$ cat src/rtl/accel_pkg.sv
// Shared constants, state encoding and frame helpers for the accelerometer SPI reader.
package accel_pkg;

  localparam logic [7:0]  ADXL_CMD_READ  = 8'h0B;
  localparam logic [7:0]  ADXL_REG_XDATA = 8'h08;
  localparam int unsigned FRAME_BITS     = 40;
  localparam int unsigned RD_BYTES       = 3;
  localparam int unsigned BITCNT_W       = 6;

  typedef enum logic [2:0] {
    IDLE,
    CSS,
    SHIFT,
    CSH,
    DONE
  } state_t;

  // Command and address go out first; the read bytes are clocked with mosi low.
  function automatic logic [FRAME_BITS-1:0] build_frame(input logic [7:0] cmd,
                                                        input logic [7:0] addr);
    return {cmd, addr, {(8*RD_BYTES){1'b0}}};
  endfunction

  // idx 0 is the first data byte after the command/address echo.
  function automatic logic [7:0] rx_byte(input logic [FRAME_BITS-1:0] frame,
                                         input int unsigned idx);
    return frame[8*(RD_BYTES-1-idx) +: 8];
  endfunction

endpackage

$ cat src/rtl/spi_shifter.sv
// SPI mode-0 shift engine: sclk toggles once per tick, samples miso on rising
// edges and advances mosi on falling edges over one fixed-length frame.
module spi_shifter
  import accel_pkg::*;
(
  input  logic                  ck,
  input  logic                  clr_n,
  input  logic                  tick,
  input  logic                  load,
  input  logic                  miso,
  input  logic [FRAME_BITS-1:0] tx_frame,
  output logic                  sclk,
  output logic                  mosi,
  output logic [FRAME_BITS-1:0] rx_frame,
  output logic                  last
);

  logic [FRAME_BITS-1:0] tx_sr;
  logic [BITCNT_W-1:0]   bitcnt;

  always_ff @(posedge ck or negedge clr_n) begin
    if (!clr_n) begin
      tx_sr    <= '0;
      rx_frame <= '0;
      bitcnt   <= '0;
      sclk     <= 1'b0;
    end else if (load) begin
      tx_sr    <= tx_frame;
      rx_frame <= '0;
      bitcnt   <= '0;
      sclk     <= 1'b0;
    end else if (tick) begin
      if (!sclk) begin
        sclk     <= 1'b1;
        rx_frame <= {rx_frame[FRAME_BITS-2:0], miso};
      end else begin
        sclk   <= 1'b0;
        tx_sr  <= {tx_sr[FRAME_BITS-2:0], 1'b0};
        bitcnt <= bitcnt + 1'b1;
      end
    end
  end

  assign mosi = tx_sr[FRAME_BITS-1];

  // High on the tick that produces the final falling edge of the frame.
  assign last = tick & sclk & (bitcnt == BITCNT_W'(FRAME_BITS - 1));

endmodule

$ cat src/rtl/accel_spi_reader.sv
// Burst-reads XDATA/YDATA/ZDATA over SPI mode 0, paced by the divider tick;
// x/y/z update together with a one-cycle done pulse.
module accel_spi_reader
  import accel_pkg::*;
#(
  parameter logic [7:0]  CMD_READ   = ADXL_CMD_READ,
  parameter logic [7:0]  START_ADDR = ADXL_REG_XDATA,
  parameter int unsigned CSS_TICKS  = 2,
  parameter int unsigned CSH_TICKS  = 2
) (
  input  logic       ck,
  input  logic       clr_n,
  input  logic       tick,
  input  logic       start,
  input  logic       miso,
  output logic       sclk,
  output logic       mosi,
  output logic       cs_n,
  output logic       busy,
  output logic       done,
  output logic [7:0] x,
  output logic [7:0] y,
  output logic [7:0] z
);

  localparam int unsigned TCNT_MAX = (CSS_TICKS > CSH_TICKS) ? CSS_TICKS : CSH_TICKS;
  localparam int unsigned TCNT_W   = $clog2(TCNT_MAX + 1);

  state_t                state;
  logic [TCNT_W-1:0]     tcnt;
  logic                  sh_tick;
  logic                  sh_load;
  logic                  sh_last;
  logic [FRAME_BITS-1:0] rx_frame;

  // busy is still high during the first IDLE cycle, so a start held through
  // DONE is only taken once busy has dropped.
  assign sh_load = (state == IDLE) && start && !busy;
  assign sh_tick = tick && (state == SHIFT);

  spi_shifter u_shifter (
    .ck       (ck),
    .clr_n    (clr_n),
    .tick     (sh_tick),
    .load     (sh_load),
    .miso     (miso),
    .tx_frame (build_frame(CMD_READ, START_ADDR)),
    .sclk     (sclk),
    .mosi     (mosi),
    .rx_frame (rx_frame),
    .last     (sh_last)
  );

  always_ff @(posedge ck or negedge clr_n) begin
    if (!clr_n) begin
      state <= IDLE;
      tcnt  <= '0;
      cs_n  <= 1'b1;
      busy  <= 1'b0;
      done  <= 1'b0;
      x     <= '0;
      y     <= '0;
      z     <= '0;
    end else begin
      done <= 1'b0;
      case (state)
        IDLE: begin
          if (sh_load) begin
            state <= CSS;
            tcnt  <= '0;
            cs_n  <= 1'b0;
            busy  <= 1'b1;
          end else begin
            busy <= 1'b0;
          end
        end
        CSS: begin
          if (tick) begin
            if (tcnt == TCNT_W'(CSS_TICKS - 1)) begin
              state <= SHIFT;
              tcnt  <= '0;
            end else begin
              tcnt <= tcnt + 1'b1;
            end
          end
        end
        SHIFT: begin
          if (sh_last) begin
            state <= CSH;
            tcnt  <= '0;
          end
        end
        CSH: begin
          if (tick) begin
            if (tcnt == TCNT_W'(CSH_TICKS - 1)) begin
              state <= DONE;
              tcnt  <= '0;
              cs_n  <= 1'b1;
            end else begin
              tcnt <= tcnt + 1'b1;
            end
          end
        end
        DONE: begin
          x     <= rx_byte(rx_frame, 0);
          y     <= rx_byte(rx_frame, 1);
          z     <= rx_byte(rx_frame, 2);
          done  <= 1'b1;
          state <= IDLE;
        end
        default: begin
          state <= IDLE;
          tcnt  <= '0;
          cs_n  <= 1'b1;
        end
      endcase
    end
  end

endmodule
$ cat config.mk
export PLATFORM = sky130hd
export DESIGN_NAME = accel_spi_reader
export DESIGN_NICKNAME = d
export VERILOG_FILES = /design/src/rtl/accel_pkg.sv /design/src/rtl/spi_shifter.sv /design/src/rtl/accel_spi_reader.sv
export SDC_FILE = /design/constraint.sdc
export NUM_CORES = 1
export LEC_CHECK = 0
export ABC_AREA = 1
export CAP_MARGIN = 30
export CORE_MARGIN = 2
export CORE_UTILIZATION = 45
export DETAILED_ROUTE_END_ITERATION = 10
export PLACE_DENSITY = 0.68
export SYNTH_ARGS = -nofsm -noshare
export SYNTH_HDL_FRONTEND = slang
export SYNTH_HIERARCHICAL = 1
export SYNTH_SLANG_ARGS = --single-unit
$ cat constraint.sdc
create_clock -name ck -period 2.1 [get_ports ck]
set_input_delay 0.21 -clock ck [delete_from_list [all_inputs] [get_ports ck]]
set_output_delay 0.21 -clock ck [all_outputs]
set_load 0.05 [all_outputs]
==> flow_metrics.env <==
export IMPL_cts_buffers=9
export IMPL_critPathSlowestCell="clkdlybuf4s50_1"
export IMPL_power_density_nw_per_um2=1420
export IMPL_drtPass1Iterations=4
export IMPL_path_max_fanout=2
export IMPL_hold_violations=0
export IMPL_vias_per_cell=4.70
export IMPL_postSynthCellCount=468
export IMPL_slew_headroom_pct=60.1
export IMPL_max_clock_path_buffers=2
export IMPL_final_max_slew_viol_count=0
export IMPL_insertedDiodeCount=0
export IMPL_io_buffers=33
export IMPL_cts_num_sinks=103
export IMPL_drtAntennaViolNets=0
export IMPL_vias=3146
export IMPL_synth_avg_cell_area_um2=9.23
export IMPL_cts_tree="yes"
export IMPL_cts_htree_levels=3
export IMPL_finalCriticalPeriod_ps=1920
export IMPL_skew_ps=13.4
export IMPL_grt_pass1_vias=3038
export IMPL_grt_pass1_wl_mm=13.9
export IMPL_clk_latency_ps=380
export IMPL_routedWlPerCell_um=11.7
export IMPL_clock_fmax_ghz=0.522
export IMPL_final_common_cell="nand2_1"
export IMPL_min_period_over_period_pct=91.2
export IMPL_syn2layout_area_growth_pct=18.3
export IMPL_path_clk_slew_ps=110
export IMPL_grt_ovfl_total=0
export IMPL_drtIter0Drc=147
export IMPL_reg2reg_slack_ps=300
export IMPL_drive_above_1_share_pct=8.69
export IMPL_arrival_ps=1710
export IMPL_cts_setup_buffers=0
export IMPL_mostFrequentLayoutCells="174 x nand2_1, 102 x dfrtp_1, 42 x inv_1"
export IMPL_worstPathCellList="clkdlybuf4s50_1"
export IMPL_r2r_end="tcnt[1]$_DFFE_PN0P_"
export IMPL_ir_drop_mv=0.545
export IMPL_globalRouteTotalUtil_pct=16.7
export IMPL_setup_tns_ps=0
export IMPL_cp_required_ps=1890
export IMPL_crit_path_max_incr_delay_ps=790
export IMPL_r2r_start="state[0]$_DFFE_PN0P_"
export IMPL_timing_critical_path_buf_inv=1
export IMPL_setup_viol=0
export IMPL_reg2regPathDepth=12
export IMPL_die_area_um2=10400
export IMPL_drc_errors=0
export IMPL_hp_class="in -> async"
export IMPL_worstMarginPinSlew_ps=597
export IMPL_cp_start_kind="flop"
export IMPL_syn_area_um2=4320
export IMPL_ios=34
export IMPL_cap_viol_max_count=0
export IMPL_grt_max_degree=49
export IMPL_ys_warn_count=6
export IMPL_root_buffer="clkbuf_8"
export IMPL_core_area_um2=9280
export IMPL_fin_nets=542
export IMPL_antenna_found_initial=0
export IMPL_wl_mm=7.85
export IMPL_gp_congestion=0.756
export IMPL_status="finished, final reports clean"
export IMPL_die_y_um=102
export IMPL_p_leak_nw=2.59
export IMPL_finish_utilization_pct=55.1
export IMPL_worstSetupPathType="reg -> out"
export IMPL_cp_end_kind="primary output"
export IMPL_rows=35
export IMPL_rsz0062_at_grt="false"
export IMPL_cp_top_family="buffers and inverters"
export IMPL_die_w_um=102
export IMPL_start_util_pct=46.5
export IMPL_dp_hpwl_mm=5.10
==> final cells by class <==
type	instances	area (µm²)
Fill cell	857	4170
Clock inverter	7	81.3
Multi-Input combinational cell	332	1560
Tap cell	129	161
Inverter	48	183
Clock buffer	9	124
Sequential cell	103	2580
Timing Repair Buffer	42	423
==> registers in the layout (all words and copies together), names as in the netlist, 2 cells and up <==
name                cells
y                       8
u_shifter/tx_sr        40
x                       8
z                       8
state                   3
u_shifter/bitcnt        6
tcnt                    2
u_shifter/rx_frame     24
==> timing repair <==
| action | CTS | global route |
|---|---|---|
| resized for setup | 0 | 2 |
| hold buffers | 1 | 0 |
| hold endpoints to repair | 29 | 0 |
| endpoints found under the setup margin | 0 | 12 |
==> how the worst max path moves through the flow <==
stage	from	endpoint	cells after the start
after detailed placement	state[0]$_DFFE_PN0P_	tcnt[1]$_DFFE_PN0P_	12
after global placement	tick	tcnt[1]$_DFFE_PN0P_	12
final	cs_n$_DFFE_PN1P_	cs_n	1
after CTS	cs_n$_DFFE_PN1P_	cs_n	1
after global routing	state[0]$_DFFE_PN0P_	tcnt[1]$_DFFE_PN0P_	12
after floorplan	state[2]$_DFFE_PN0P_	tcnt[0]$_DFFE_PN0P_	12
==> routing by layer <==
| layer | share of wire (%) | global-route usage [%] |
|---|---|---|
| met5 | 0 | 0 |
| met2 | 46 | 26.5 |
| met4 | 1.2 | 5.23 |
| met1 | 50 | 23.0 |
| met3 | 3.2 | 3.90 |
==> power breakdown <==
| part | internal (mW) | switching, mW |
|---|---|---|
| clock network | 0.484 | 0.773 |
| logic | 0.952 | 1.81 |
| registers | 2.77 | 0.457 |
| total | 4.21 | 3.04 |
==> metrics by stage <==
step	setup slack, ps	hold WS (ps)	power (mW)	cells	cell area [µm²]
6_report	184	314	7.24	670	5110
5_1_grt	13.6	341	7.80	670	5110
4_1_cts	160	323	7.32	670	5110
3_5_place_dp	177	183	6.04	653	4890
3_3_place_gp	225	181	5.92	653	4890
2_1_floorplan	351	-85.6	5.24	506	4460
Note: power is estimated with default switching activity, not from simulation.
